**src/rtl/chip8_fetch_unit.sv**
```systemverilog
// chip8_fetch_unit: memory-side master for the CHIP-8 byte memory.
// Owns the program counter and assembles each 16-bit opcode from two
// consecutive bytes. Presents the opcode to execute over valid/ready and
// performs single-byte stores for the core. All outputs come from registers.
module chip8_fetch_unit #(
  parameter logic [7:0] PC_RESET = 8'h00
) (
  input  logic        clk,
  input  logic        rst_n,
  output logic [7:0]  mem_addr_o,
  output logic [7:0]  mem_write_data_o,
  output logic        mem_write_o,
  input  logic [7:0]  mem_read_data_i,
  output logic        op_valid_o,
  input  logic        op_ready_i,
  output logic [15:0] opcode_o,
  output logic [7:0]  op_pc_o,
  input  logic        jump_valid_i,
  input  logic [7:0]  jump_addr_i,
  input  logic        skip_i,
  input  logic        st_valid_i,
  input  logic [7:0]  st_addr_i,
  input  logic [7:0]  st_data_i,
  output logic        st_ready_o
);

  typedef enum logic [1:0] {
    FETCH_HI = 2'd0,
    FETCH_LO = 2'd1,
    HOLD     = 2'd2,
    STORE    = 2'd3
  } state_e;

  state_e      state_q;
  logic [7:0]  pc_q;
  logic [15:0] opcode_q;
  logic [7:0]  opPc_q;
  logic [7:0]  memAddr_q;
  logic [7:0]  memWData_q;
  logic        memWrite_q;
  logic        stReady_q;
  logic        opValid_q;

  logic [7:0]  pcLo_d;
  logic [7:0]  nextPc_d;

  // Low-byte address and the PC that follows a handshake; jump beats skip, everything wraps at 8 bits.
  always_comb begin
    pcLo_d   = pc_q + 8'd1;
    nextPc_d = pc_q + 8'd2;
    if (jump_valid_i) begin
      nextPc_d = jump_addr_i;
    end else if (skip_i) begin
      nextPc_d = pc_q + 8'd4;
    end
  end

  // Fetch/hold/store sequencer; every output register is loaded with the value the next state must show.
  always_ff @(posedge clk or negedge rst_n) begin
    if (!rst_n) begin
      state_q    <= FETCH_HI;
      pc_q       <= PC_RESET;
      opcode_q   <= 16'h0000;
      opPc_q     <= PC_RESET;
      memAddr_q  <= PC_RESET;
      memWData_q <= 8'h00;
      memWrite_q <= 1'b0;
      stReady_q  <= 1'b0;
      opValid_q  <= 1'b0;
    end else begin
      case (state_q)
        FETCH_HI: begin
          opcode_q[15:8] <= mem_read_data_i;
          memAddr_q      <= pcLo_d;
          state_q        <= FETCH_LO;
        end
        FETCH_LO: begin
          opcode_q[7:0] <= mem_read_data_i;
          opPc_q        <= pc_q;
          memAddr_q     <= pc_q;
          opValid_q     <= 1'b1;
          state_q       <= HOLD;
        end
        HOLD: begin
          if (st_valid_i) begin
            memAddr_q  <= st_addr_i;
            memWData_q <= st_data_i;
            memWrite_q <= 1'b1;
            stReady_q  <= 1'b1;
            opValid_q  <= 1'b0;
            state_q    <= STORE;
          end else if (op_ready_i) begin
            pc_q      <= nextPc_d;
            memAddr_q <= nextPc_d;
            opValid_q <= 1'b0;
            state_q   <= FETCH_HI;
          end
        end
        STORE: begin
          memWrite_q <= 1'b0;
          stReady_q  <= 1'b0;
          opValid_q  <= 1'b1;
          memAddr_q  <= pc_q;
          state_q    <= HOLD;
        end
        default: begin
          state_q <= FETCH_HI;
        end
      endcase
    end
  end

  assign mem_addr_o       = memAddr_q;
  assign mem_write_data_o = memWData_q;
  assign mem_write_o      = memWrite_q;
  assign op_valid_o       = opValid_q;
  assign opcode_o         = opcode_q;
  assign op_pc_o          = opPc_q;
  assign st_ready_o       = stReady_q;

endmodule

```
**config.mk**
```make
export PLATFORM = sky130hd
export DESIGN_NAME = chip8_fetch_unit
export DESIGN_NICKNAME = d
export VERILOG_FILES = /design/src/rtl/chip8_fetch_unit.sv
export SDC_FILE = /design/constraint.sdc
export NUM_CORES = 1
export LEC_CHECK = 0
export CORE_MARGIN = 4
export CORE_UTILIZATION = 40
export CTS_CLUSTER_DIAMETER = 40
export DETAILED_ROUTE_END_ITERATION = 6
export GPL_TIMING_DRIVEN = 0
export PLACE_DENSITY = 0.76
export SYNTH_ARGS = -nofsm -noshare
export SYNTH_HDL_FRONTEND = slang
export SYNTH_SLANG_ARGS = --single-unit
```
**constraint.sdc**
```tcl
create_clock -name clk -period 2.7 [get_ports clk]
set_input_delay 0.675 -clock clk [delete_from_list [all_inputs] [get_ports clk]]
set_output_delay 0.675 -clock clk [all_outputs]
set_load 0.01 [all_outputs]
```
==> summary.txt, run 1 <==
Outcome
  – Status: finished clean

Clock tree
  – H-tree depth: 2
  – Post CTS Setup Buffer Count: 0
  – Clk_lat worst skew: 300 ps
  – CTS tree: built
  – CTS resizes: 0
  – Hold_buf cts: 0
  – Root buffer cell: clkbuf_8
  – CTS sink cnt: 52
  – Cts bufs inserted: 5
  – CTS clk-pin slew, worst paths: around 90 ps
  – Max clock buf depth: 2

Floorplanning
  – Die height: about 88 um
  – Die ar.: 7670 um^2
  – Area of the core: 6030 um^2
  – Initial core utilization: 0.420
  – I/O pins: 81
  – Std-Cell Rows: 28
  – Die Span X: 87.6 um

Logic synthesis
  – Post-synth cell types: 39
  – Synth warnings: 0
  – Top post-synthesis cells by count: dfrtp_1 (52), mux2_2 (20), a21oi_1 (15)
  – Register bit total from synthesis: 52
  – Avg Cell Area, Syn: 11.3 um^2
  – Post-synthesis sequential area ratio: 0.514
  – Mapped Area: 2530 um^2
  – Number of synthesized flops with an enable pin: 0
  – Yosys top cell by area: dfrtp_1
  – Synth area leaders: dfrtp_1 (51%), mux2_2 (8.9%), mux2_1 (5.8%), a21oi_1 (3.0%), mux2i_1 (2.4%)
  – Async S/R FF share, synth: 1.00
  – Cell with the most instances after synthesis: dfrtp_1
  – Syn_nets: 266
  – Ys flop type: dfrtp_1
  – Top-area cell type share of the netlist area: 0.514
  – Synth Instances: 225

Timing
  – Max Fclk: 482 MHz
  – Max Slew Vio Count: 0
  – Final hold violations: 0
  – Final period utilization: 0.769
  – Worst Max-Slew Pin Slew: 523 ps
  – Setup_tns: 0 ps
  – Final setup fails: 0
  – Slew margin rel.: 0.651
  – RSZ-0062 raised after global routing: false
  – Clk_skew: 5.44 ps
  – Final hold slack: between 300 and 400 ps
  – Post-route setup slack: 623 ps
  – Post-route minimum period: just over 2000 ps

Global routing
  – Number of global-route vias before repair: 2152
  – Global route total overflow: 0
  – Largest net degree at the start of global routing: 33
  – First-pass GRT wire length: 10200 um
  – Gr usage total: 0.172
  – Initial antenna violation count: 0

Cells and area
  – Nets: between 300 and 400
  – Final core utilization: 0.582
  – Layout Area Growth over Synthesis: 38.5%
  – Share of layout cells above drive strength 1: 0.151
  – Ant. Diodes: 0

Critical path
  – Endpoint class of the critical path: flip-flop
  – Worst reg2reg path depth: 6
  – CP bufs+invs: 1
  – CP Cell Sequence: clkdlybuf4s50_1 -> nor3b_4 -> nand2_2 -> nor2_2 -> mux2_1
  – CP Class: in2reg
  – Crit path depth: 5
  – CP Launch Type: primary input
  – CP required: 2890 ps
  – Critical path peak fanout: 7
  – Crit-path slowest cell: clkdlybuf4s50_1
  – RR Endpoint: mem_addr_o[3]
  – Cell family with most CP delay: simple AND/OR/NAND/NOR gates
  – R2R Path Start: pc_q[1]
  – Flop-to-flop setup slack: 930 ps
  – CP max stage delay: ~520 ps
  – WP data arrival: 2260 ps

Placement
  – Pre-CTS setup slack: approximately 300 ps
  – Dpl hpwl: 4720 um
  – Routability Congestion: 0.884
  – # port buffers: 78

Worst hold path
  – Worst min-delay path category: in2async

Route
  – Drt first pass iters: 4
  – Routed vias: slightly above 2000
  – Vias per cell: between 5 and 6
  – Initial DRC count: 117
  – ANT nets after route: 0
  – Post-DR wirelength/cell: 15.9 um
  – DR DRC count: 0
  – Post-Route WL: 6160 um

Power and ir drop
  – Worst VDD drop: 529 uV
  – Pwr Density: 1050 nW/um^2
  – Total power: approximately 3.7 mW
  – LEAKAGE: between 1 and 1.5 nW

Flow run
  – MaxCap Viol Count: 0
-- area by class of cell --
| class | instances | area (um^2) |
|---|---|---|
| plain buffers | 15 | 91.3 |
| well taps | 75 | 93.8 |
| multi-input cells | 156 | 1130 |
| inverters | 2 | 7.51 |
| clock buffers | 6 | 72.6 |
| clock inverters | 2 | 13.8 |
| fillers | 518 | 2520 |
| flip-flops and latches | 52 | 1300 |
| repair buffers | 79 | 796 |
-- cell usage in the layout (no fill, tap or decap), drive strengths merged, types with 2 or more instances in the layout --
cell type	n
clkdlybuf4s50	77
dfrtp	52
mux2	33
o21ai	20
nor2	16
nand2	16
a21oi	15
buf	14
clkbuf	9
nand2b	6
mux2i	6
nor3	5
xnor2	4
o22a	4
xor2	4
a221oi	4
a22oi	3
ha	3
inv	3
nor2b	2
a21o	2
nand3	2
nor3b	2
-- stage by stage --
stage          area [um^2]  std cells
2_1_floorplan         2530        225
3_3_place_gp          3410        378
3_5_place_dp          3420        379
4_1_cts               3510        387
5_1_grt               3510        387
6_report              3510        387
-- flip-flops by register name, summed over array words and instances (netlist names) --
signal and flops:
opcode_o 16, mem_addr_o 8, mem_write_data_o 8, op_pc_o 8, pc_q 8, state_q 2
op_valid_o 1, st_ready_o 1
-- per-layer routing --
| metal | wire (um) | part of all wire | track usage |
|---|---|---|---|
| met5 | 0 | 0 | 0 |
| met4 | 51 | 0.0083 | 0.0460 |
| met3 | 534 | 0.087 | 0.0546 |
| met2 | 2990 | 0.48 | 0.286 |
| met1 | 2590 | 0.42 | 0.217 |
-- cells by family after synthesis --
logic type / count (synthesis) / share of synthesized area
AOI/OAI and AO/OA: 55 / 0.134
DFF: 52 / 0.514
and+or+nand+nor: 51 / 0.100
muxes: 39 / 0.170
buffers and inverters: 17 / 0.0390
xor gates and xnor gates: 8 / 0.0277
adders and majority gates: 3 / 0.0148
-- worst register-to-register path: stages (launching register included) --
cell     delay, ps
dfrtp_1        510
ha_1           310
xnor2_1        170
o21ai_1         80
mux2i_1        290
a21oi_1        120
o22a_1         180
-- worst max path at each step --
| stage | start | endpoint |
|---|---|---|
| 2_1_floorplan | jump_valid_i | mem_addr_o[6] |
| 3_3_place_gp | rst_n | pc_q[4] |
| 3_5_place_dp | st_valid_i | pc_q[0] |
| 4_1_cts | st_valid_i | pc_q[0] |
| 5_1_grt | st_valid_i | pc_q[0] |
| 6_report | st_valid_i | pc_q[0] |
-- where the power goes --
part           leakage, nW  switching [mW]  internal, mW
clock               0.0456           0.250         0.185
combinational        0.788           0.756          1.06
sequential           0.613           0.277          1.15
No activity file was read; power rests on OpenSTA's default activity.
==> inputs of run 2 (changes only) <==
==> constraint.sdc (replaced) <==
create_clock -name clk -period 2.17 [get_ports clk]
set_input_delay 0.5425 -clock clk [delete_from_list [all_inputs] [get_ports clk]]
set_output_delay 0.5425 -clock clk [all_outputs]
set_load 0.01 [all_outputs]
==> results of run 2 <==
The final DEF is identical to that of run 1. Status: finished clean.
Main changes from that run: setup slack after placement 299 ps -> -98.6 ps; setup slack after layout 623 ps -> 226 ps; hold slack 327 ps -> 194 ps; register-to-register setup slack 930 ps -> 400 ps; total power 3.68 mW -> 4.58 mW; worst IR drop on VDD 529 uV -> 658 uV
